===== config.mk =====
export PLATFORM = sky130hd
export DESIGN_NAME = sdram_wb_arbiter_flat
export DESIGN_NICKNAME = d
export VERILOG_FILES = /design/src/rtl/sdram_wb_arbiter_pkg.sv /design/src/rtl/sdram_wb_arbiter_if.sv /design/src/rtl/sdram_wb_arbiter_rr_arb2.sv /design/src/rtl/sdram_wb_arbiter.sv /design/src/flat_wrapper.sv
export SDC_FILE = /design/constraint.sdc
export NUM_CORES = 1
export LEC_CHECK = 0
export ABC_AREA = 1
export CORE_MARGIN = 1.5
export CORE_UTILIZATION = 40
export DETAILED_ROUTE_END_ITERATION = 7
export GPL_TIMING_DRIVEN = 0
export HOLD_SLACK_MARGIN = 0.12
export PLACE_DENSITY = 0.78
export SKIP_CTS_REPAIR_TIMING = 1
export SLEW_MARGIN = 20
export SYNTH_ARGS = -nofsm -noshare
export SYNTH_HDL_FRONTEND = slang
export SYNTH_SLANG_ARGS = --single-unit

===== constraint.sdc =====
create_clock -name clk -period 3.1 [get_ports clk]
set_input_delay 0.465 -clock clk [delete_from_list [all_inputs] [get_ports clk]]
set_output_delay 0.465 -clock clk [all_outputs]
set_load 0.01 [all_outputs]

===== src/rtl/sdram_wb_arbiter_pkg.sv =====
// sdram_arb_pkg: state encoding, master indices and timeout fill data for the SDRAM Wishbone arbiter.
package sdram_arb_pkg;
  typedef enum logic [1:0] {IDLE, ISSUE, WAIT_RD, ACK} state_t;
  localparam int M_CPU = 0;
  localparam int M_DMA = 1;
  localparam logic [31:0] TIMEOUT_DATA = 32'hDEAD_BEEF;
endpackage


===== src/rtl/sdram_wb_arbiter_if.sv =====
// sdram_wb_arbiter_if: CPU and DMA Wishbone buses plus the SDRAM controller request port.
interface sdram_wb_arbiter_if #(parameter int CTRL_AW = 23);
  logic cpu_stb_i, cpu_cyc_i, cpu_we_i, cpu_ack_o;
  logic [3:0] cpu_sel_i;
  logic [31:0] cpu_adr_i, cpu_dat_i, cpu_dat_o;
  logic dma_stb_i, dma_cyc_i, dma_we_i, dma_ack_o;
  logic [3:0] dma_sel_i;
  logic [31:0] dma_adr_i, dma_dat_i, dma_dat_o;
  logic ctrl_in_valid, ctrl_rw, ctrl_busy, ctrl_out_valid;
  logic [CTRL_AW-1:0] ctrl_addr;
  logic [31:0] ctrl_data_in, ctrl_data_out;
  logic [3:0] ctrl_mask;
  modport slave (
    input cpu_stb_i, cpu_cyc_i, cpu_we_i, cpu_sel_i, cpu_adr_i, cpu_dat_i,
    input dma_stb_i, dma_cyc_i, dma_we_i, dma_sel_i, dma_adr_i, dma_dat_i,
    input ctrl_busy, ctrl_out_valid, ctrl_data_out,
    output cpu_ack_o, cpu_dat_o, dma_ack_o, dma_dat_o,
    output ctrl_in_valid, ctrl_rw, ctrl_addr, ctrl_data_in, ctrl_mask
  );
  modport master (
    output cpu_stb_i, cpu_cyc_i, cpu_we_i, cpu_sel_i, cpu_adr_i, cpu_dat_i,
    output dma_stb_i, dma_cyc_i, dma_we_i, dma_sel_i, dma_adr_i, dma_dat_i,
    output ctrl_busy, ctrl_out_valid, ctrl_data_out,
    input cpu_ack_o, cpu_dat_o, dma_ack_o, dma_dat_o,
    input ctrl_in_valid, ctrl_rw, ctrl_addr, ctrl_data_in, ctrl_mask
  );
endinterface


===== src/rtl/sdram_wb_arbiter_rr_arb2.sv =====
// rr_arb2: combinational two-way picker; last=1 means requester 1 won last, rr_en=0 gives requester 0 priority.
module rr_arb2 (
  input  logic [1:0] req,
  input  logic       last,
  input  logic       rr_en,
  output logic [1:0] gnt
);
  assign gnt[0] = req[0] & (~req[1] | ~rr_en | last);
  assign gnt[1] = req[1] & ~gnt[0];
endmodule


===== src/rtl/sdram_wb_arbiter.sv =====
// sdram_wb_arbiter: CPU/DMA Wishbone arbiter sequencing one SDRAM controller request at a time.
module sdram_wb_arbiter
  import sdram_arb_pkg::*;
#(
  parameter logic [7:0] ADDR_BASE  = 8'h38,
  parameter int         CTRL_AW    = 23,
  parameter int         RD_TIMEOUT = 255,
  parameter bit         RR_EN      = 1'b1
) (
  input  logic                     clk,
  input  logic                     rst,
  sdram_wb_arbiter_if.slave        bus,
  output logic [1:0]               grant_o,
  output logic                     timeout_o
);
  localparam int TW = $clog2(RD_TIMEOUT + 1);
  state_t r_state;
  logic [1:0] r_grant;
  logic r_last, r_we, r_timeout;
  logic [3:0] r_sel;
  logic [CTRL_AW-1:0] r_adr;
  logic [31:0] r_dat, r_cpu_dat, r_dma_dat;
  logic [TW-1:0] r_timer;
  logic [1:0] w_stbcyc, w_req, w_gnt;
  logic w_accept, w_own_cyc, w_tmo, w_unused;
  logic [31:0] w_rd_data;
  assign w_stbcyc  = {bus.dma_stb_i & bus.dma_cyc_i, bus.cpu_stb_i & bus.cpu_cyc_i};
  assign w_req     = {w_stbcyc[M_DMA], w_stbcyc[M_CPU] & (bus.cpu_adr_i[31:24] == ADDR_BASE)};
  assign w_accept  = (r_state == ISSUE) & ~bus.ctrl_busy;
  assign w_own_cyc = r_grant[M_CPU] ? bus.cpu_cyc_i : bus.dma_cyc_i;
  assign w_tmo     = r_timer == TW'(RD_TIMEOUT - 1);
  assign w_rd_data = bus.ctrl_out_valid ? bus.ctrl_data_out : TIMEOUT_DATA;
  assign w_unused  = ^{bus.cpu_adr_i, bus.dma_adr_i};
  rr_arb2 u_arb (.req(w_req), .last(r_last), .rr_en(RR_EN), .gnt(w_gnt));
  always_ff @(posedge clk) begin
    if (rst) begin
      r_state   <= IDLE;
      r_grant   <= '0;
      r_last    <= 1'b1;
      r_we      <= 1'b0;
      r_sel     <= '0;
      r_adr     <= '0;
      r_dat     <= '0;
      r_timer   <= '0;
      r_timeout <= 1'b0;
      r_cpu_dat <= '0;
      r_dma_dat <= '0;
    end else begin
      case (r_state)
        IDLE: if (|w_req) begin
          r_grant <= w_gnt;
          r_we    <= w_gnt[M_CPU] ? bus.cpu_we_i : bus.dma_we_i;
          r_sel   <= w_gnt[M_CPU] ? bus.cpu_sel_i : bus.dma_sel_i;
          r_adr   <= w_gnt[M_CPU] ? bus.cpu_adr_i[CTRL_AW-1:0] : bus.dma_adr_i[CTRL_AW-1:0];
          r_dat   <= w_gnt[M_CPU] ? bus.cpu_dat_i : bus.dma_dat_i;
          r_state <= ISSUE;
        end
        ISSUE: if (w_accept) begin
          r_timer <= '0;
          r_state <= r_we ? ACK : WAIT_RD;
        end else if (!w_own_cyc) begin
          r_grant <= '0;
          r_state <= IDLE;
        end
        WAIT_RD: begin
          r_timer <= r_timer + TW'(1);
          if (bus.ctrl_out_valid || w_tmo) begin
            if (r_grant[M_CPU]) r_cpu_dat <= w_rd_data;
            else r_dma_dat <= w_rd_data;
            r_timeout <= r_timeout | ~bus.ctrl_out_valid;
            r_state   <= ACK;
          end
        end
        ACK: begin
          r_last  <= r_grant[M_DMA];
          r_grant <= '0;
          r_state <= IDLE;
        end
        default: r_state <= IDLE;
      endcase
    end
  end
  assign bus.ctrl_in_valid = r_state == ISSUE;
  assign bus.ctrl_rw       = r_we;
  assign bus.ctrl_addr     = r_adr;
  assign bus.ctrl_data_in  = r_dat;
  assign bus.ctrl_mask     = r_sel & {4{r_we}};
  assign bus.cpu_ack_o     = (r_state == ACK) & r_grant[M_CPU] & w_stbcyc[M_CPU];
  assign bus.dma_ack_o     = (r_state == ACK) & r_grant[M_DMA] & w_stbcyc[M_DMA];
  assign bus.cpu_dat_o     = r_cpu_dat;
  assign bus.dma_dat_o     = r_dma_dat;
  assign grant_o           = r_grant;
  assign timeout_o         = r_timeout;
endmodule


===== src/flat_wrapper.sv =====
// flat-port wrapper written by rule: the top's interface ports become plain ports
module sdram_wb_arbiter_flat import sdram_arb_pkg::*;
#(
  parameter logic [7:0] ADDR_BASE  = 8'h38,
  parameter int         CTRL_AW    = 23,
  parameter int         RD_TIMEOUT = 255,
  parameter bit         RR_EN      = 1'b1
)
  (clk, rst, grant_o, timeout_o, bus_cpu_stb_i, bus_cpu_cyc_i, bus_cpu_we_i, bus_cpu_sel_i, bus_cpu_adr_i, bus_cpu_dat_i, bus_dma_stb_i, bus_dma_cyc_i, bus_dma_we_i, bus_dma_sel_i, bus_dma_adr_i, bus_dma_dat_i, bus_ctrl_busy, bus_ctrl_out_valid, bus_ctrl_data_out, bus_cpu_ack_o, bus_cpu_dat_o, bus_dma_ack_o, bus_dma_dat_o, bus_ctrl_in_valid, bus_ctrl_rw, bus_ctrl_addr, bus_ctrl_data_in, bus_ctrl_mask);
  sdram_wb_arbiter_if #(.CTRL_AW(CTRL_AW)) bus_i ();
  input  logic clk;
  input  logic rst;
  output logic [1:0] grant_o;
  output logic timeout_o;
  input wire logic [$bits(bus_i.cpu_stb_i)-1:0] bus_cpu_stb_i;
  input wire logic [$bits(bus_i.cpu_cyc_i)-1:0] bus_cpu_cyc_i;
  input wire logic [$bits(bus_i.cpu_we_i)-1:0] bus_cpu_we_i;
  input wire logic [$bits(bus_i.cpu_sel_i)-1:0] bus_cpu_sel_i;
  input wire logic [$bits(bus_i.cpu_adr_i)-1:0] bus_cpu_adr_i;
  input wire logic [$bits(bus_i.cpu_dat_i)-1:0] bus_cpu_dat_i;
  input wire logic [$bits(bus_i.dma_stb_i)-1:0] bus_dma_stb_i;
  input wire logic [$bits(bus_i.dma_cyc_i)-1:0] bus_dma_cyc_i;
  input wire logic [$bits(bus_i.dma_we_i)-1:0] bus_dma_we_i;
  input wire logic [$bits(bus_i.dma_sel_i)-1:0] bus_dma_sel_i;
  input wire logic [$bits(bus_i.dma_adr_i)-1:0] bus_dma_adr_i;
  input wire logic [$bits(bus_i.dma_dat_i)-1:0] bus_dma_dat_i;
  input wire logic [$bits(bus_i.ctrl_busy)-1:0] bus_ctrl_busy;
  input wire logic [$bits(bus_i.ctrl_out_valid)-1:0] bus_ctrl_out_valid;
  input wire logic [$bits(bus_i.ctrl_data_out)-1:0] bus_ctrl_data_out;
  output wire logic [$bits(bus_i.cpu_ack_o)-1:0] bus_cpu_ack_o;
  output wire logic [$bits(bus_i.cpu_dat_o)-1:0] bus_cpu_dat_o;
  output wire logic [$bits(bus_i.dma_ack_o)-1:0] bus_dma_ack_o;
  output wire logic [$bits(bus_i.dma_dat_o)-1:0] bus_dma_dat_o;
  output wire logic [$bits(bus_i.ctrl_in_valid)-1:0] bus_ctrl_in_valid;
  output wire logic [$bits(bus_i.ctrl_rw)-1:0] bus_ctrl_rw;
  output wire logic [$bits(bus_i.ctrl_addr)-1:0] bus_ctrl_addr;
  output wire logic [$bits(bus_i.ctrl_data_in)-1:0] bus_ctrl_data_in;
  output wire logic [$bits(bus_i.ctrl_mask)-1:0] bus_ctrl_mask;
  assign bus_i.cpu_stb_i = bus_cpu_stb_i;
  assign bus_i.cpu_cyc_i = bus_cpu_cyc_i;
  assign bus_i.cpu_we_i = bus_cpu_we_i;
  assign bus_i.cpu_sel_i = bus_cpu_sel_i;
  assign bus_i.cpu_adr_i = bus_cpu_adr_i;
  assign bus_i.cpu_dat_i = bus_cpu_dat_i;
  assign bus_i.dma_stb_i = bus_dma_stb_i;
  assign bus_i.dma_cyc_i = bus_dma_cyc_i;
  assign bus_i.dma_we_i = bus_dma_we_i;
  assign bus_i.dma_sel_i = bus_dma_sel_i;
  assign bus_i.dma_adr_i = bus_dma_adr_i;
  assign bus_i.dma_dat_i = bus_dma_dat_i;
  assign bus_i.ctrl_busy = bus_ctrl_busy;
  assign bus_i.ctrl_out_valid = bus_ctrl_out_valid;
  assign bus_i.ctrl_data_out = bus_ctrl_data_out;
  assign bus_cpu_ack_o = bus_i.cpu_ack_o;
  assign bus_cpu_dat_o = bus_i.cpu_dat_o;
  assign bus_dma_ack_o = bus_i.dma_ack_o;
  assign bus_dma_dat_o = bus_i.dma_dat_o;
  assign bus_ctrl_in_valid = bus_i.ctrl_in_valid;
  assign bus_ctrl_rw = bus_i.ctrl_rw;
  assign bus_ctrl_addr = bus_i.ctrl_addr;
  assign bus_ctrl_data_in = bus_i.ctrl_data_in;
  assign bus_ctrl_mask = bus_i.ctrl_mask;
  sdram_wb_arbiter #(.ADDR_BASE(ADDR_BASE), .CTRL_AW(CTRL_AW), .RD_TIMEOUT(RD_TIMEOUT), .RR_EN(RR_EN)) u_core (.clk(clk), .rst(rst), .bus(bus_i), .grant_o(grant_o), .timeout_o(timeout_o));
endmodule

==> out/metrics.yaml <==
outcome: "finished clean"
period_share_pct: 75.4
die_h_um: 134
cap_viol_max_count: 0
reg2reg_depth: 10
nets: 1582
post-route-min-period_ns: 2.34
synth_edf_count: 0
wl_per_cell_um: 13.6
slew_violations: 0
antenna_found_initial: 2
whs_path_depth: 2
netlist_instances: 1086
tightest_slew_ns: 0.714
p_sw_share_pct: 26.2
leakage_nw: 4.88
areaGrowthSynthToFinish_pct: 56.9
synth-main-ff-cell: "dfxtp_1"
die_width_um: 134
stdcell_area_um2: 10700
p_switching_mw: 1.33
cts_tree: "built"
clkPwrFrac_pct: 42.6
end_kind: "primary output"
vias: 7377
setup_tns_ns: 0
ant_nets: 0
grt_pass1_wl_mm: 34.6
reg2reg_from: "u_core.r_timer[0]"
initial_core_util_pct: 41.0
clk_pin_slew_ns: 0.06
regArea_um2: 2760
h-tree-depth: 4
netlist_area_um2: 6820
ys_warn_count: 0
port_buffers: 297
ys_async_sr_fraction_pct: 0
n_fill_cell: 1580
cts.path.max_buffers: 2
critPathKind: "reg2out"
dr.first_iter.drc_count: 318
insertion_delay_ns: 0.42
synth_fp_nets: 1266
globalRoute.totalOverflow: 0
syn_area_per_cell_um2: 6.28
arrival_ns: 1.87
powerDensity_nw_per_um2: 476
wl_mm: 22.2
drtPass1Iterations: 5
internal_power_mw: 3.76
worstHoldStart: "u_core.bus.cpu_dat_o[19]"
place.gp.congestion: 0.890
cp.required_ns: 2.63
die_area_um2: 17800
max_freq_ghz: 0.428
ys_seq_area_share_pct: 40.5
ys_ff_latch: 138
dp_hpwl_mm: 17.4
fin_skew_ns: 0.00713
cts.sinks: 138
placed_cell_area_um2: 10100
peakVddDrop_mv: 0.412
cts-buffers-inserted: 17
rsz0062_at_grt: "false"
drc: 0
yosysUniqueCellTypes: 23
io_pins: 308
grt_max_degree: 17
core_um2: 16600
relSlewSlack_pct: 52.4
grt_pass1_vias: 6873
crit_fanout: 10
root_buffer: "clkbuf_16"
viasPerCell: 4.51
combPwrFrac_pct: 19.2
finalSetupViolCount: 0
drive_gt1_share_pct: 7.21
rows: 47
track_usage_pct: 25.0
multi_input_area_um2: 2950
hold_violations: 0
start_kind: "register"
pwr-share-seq_pct: 38.1
min_path_type: "reg2reg"
cp-startpoint: "u_core.grant_o[0]"
## stage by stage
step                hold WS, ns  utilization (%)  total power [mW]  setup WS, ns  instances
floorplan                 0.421                -              2.42          1.59       1086
global placement          0.431             60.5              2.94         0.632       1603
detailed placement        0.435             60.5              2.96         0.624       1603
CTS                       0.444             64.2              5.12         0.731       1635
global route              0.463             64.2              5.30         0.679       1636
finish                    0.440             64.2              5.09         0.763       1636
## routing by layer
| metal | track usage (%) | up-vias | wire, um |
|---|---|---|---|
| li1 | - | 3845 | - |
| met1 | 27.5 | 3235 | 8590 |
| met2 | 44.8 | 260 | 11100 |
| met3 | 8.22 | 37 | 1960 |
| met4 | 9.36 | 0 | 537 |
| met5 | 0 | - | 0 |
## cells by family after synthesis
| group | Yosys count | share of synthesized area, % |
|---|---|---|
| AOI/OAI and AO/OA | 135 | 10.2 |
| and+or+nand+nor | 553 | 32.7 |
| adders and majority gates | 2 | 0.367 |
| DFF | 138 | 40.5 |
| buffers and inverters | 258 | 16.2 |
## path summary, 6_finish.rpt
path | to | slack (ns)
worst min register to register | u_core.bus.cpu_dat_o[19] | 0.44
worst min-delay path | u_core.bus.cpu_dat_o[19] | 0.44
worst max register to register | u_core.bus.cpu_dat_o[28] | 1.28
worst max-delay path | bus_cpu_ack_o | 0.76
## worst max-delay path, cell delays in order (launching register included)
cell,delay (ns)
dfxtp_1,0.32
buf_2,0.22
inv_2,0.14
nor3_1,0.20
clkdlybuf4s50_1,0.57
## cell usage in the layout, fill, tap and decap left out, types with 20 or more instances in the layout
cell,count
a21oi_1,76
buf_2,20
clkbuf_1,25
clkdlybuf4s50_1,297
dfxtp_1,138
inv_1,198
nand2_1,295
nor2_1,198
o21ai_0,56
or2_2,26
## synth_stat cells (10+ instances only)
| library cell | instances | area (um2) |
|---|---|---|
| a21oi_1 | 76 | 380 |
| buf_2 | 20 | 100 |
| buf_6 | 14 | 158 |
| clkbuf_1 | 23 | 86.3 |
| dfxtp_1 | 138 | 2760 |
| inv_1 | 198 | 743 |
| nand2_1 | 295 | 1110 |
| nand3_1 | 10 | 50.1 |
| nand4_1 | 14 | 87.6 |
| nor2_1 | 198 | 743 |
| o21ai_0 | 56 | 280 |
| or2_2 | 26 | 163 |
## area by class of cell
type,instances,share of cell area [%]
Antenna cell,1,0.0234
Buffer,59,3.36
Clock buffer,19,4.05
Clock inverter,13,1.80
Inverter,199,6.99
Multi-Input combinational cell,690,27.6
Sequential cell,138,25.8
Tap cell,220,2.57
Timing Repair Buffer,297,27.8
## state kept, by name, indices dropped and copies added, names as in the netlist, 2 cells and up, named ones only
register and count:
u_core.bus.dma_dat_o 32, u_core.bus.ctrl_data_in 32, u_core.grant_o 2, u_core.r_sel 4, u_core.bus.cpu_dat_o 32, u_core.r_timer 8, u_core.bus.ctrl_addr 23
## power by group through the flow
stage | logic [mW] | registers, mW | clock network (mW)
after floorplan | 0.404 | 2.02 | 0
after global placement | 0.971 | 1.97 | 0
after detailed placement | 0.979 | 1.98 | 0
after CTS | 0.986 | 1.94 | 2.19
after global routing | 1.09 | 1.95 | 2.26
final | 0.978 | 1.94 | 2.17
Note: power is estimated with default switching activity, not from simulation.
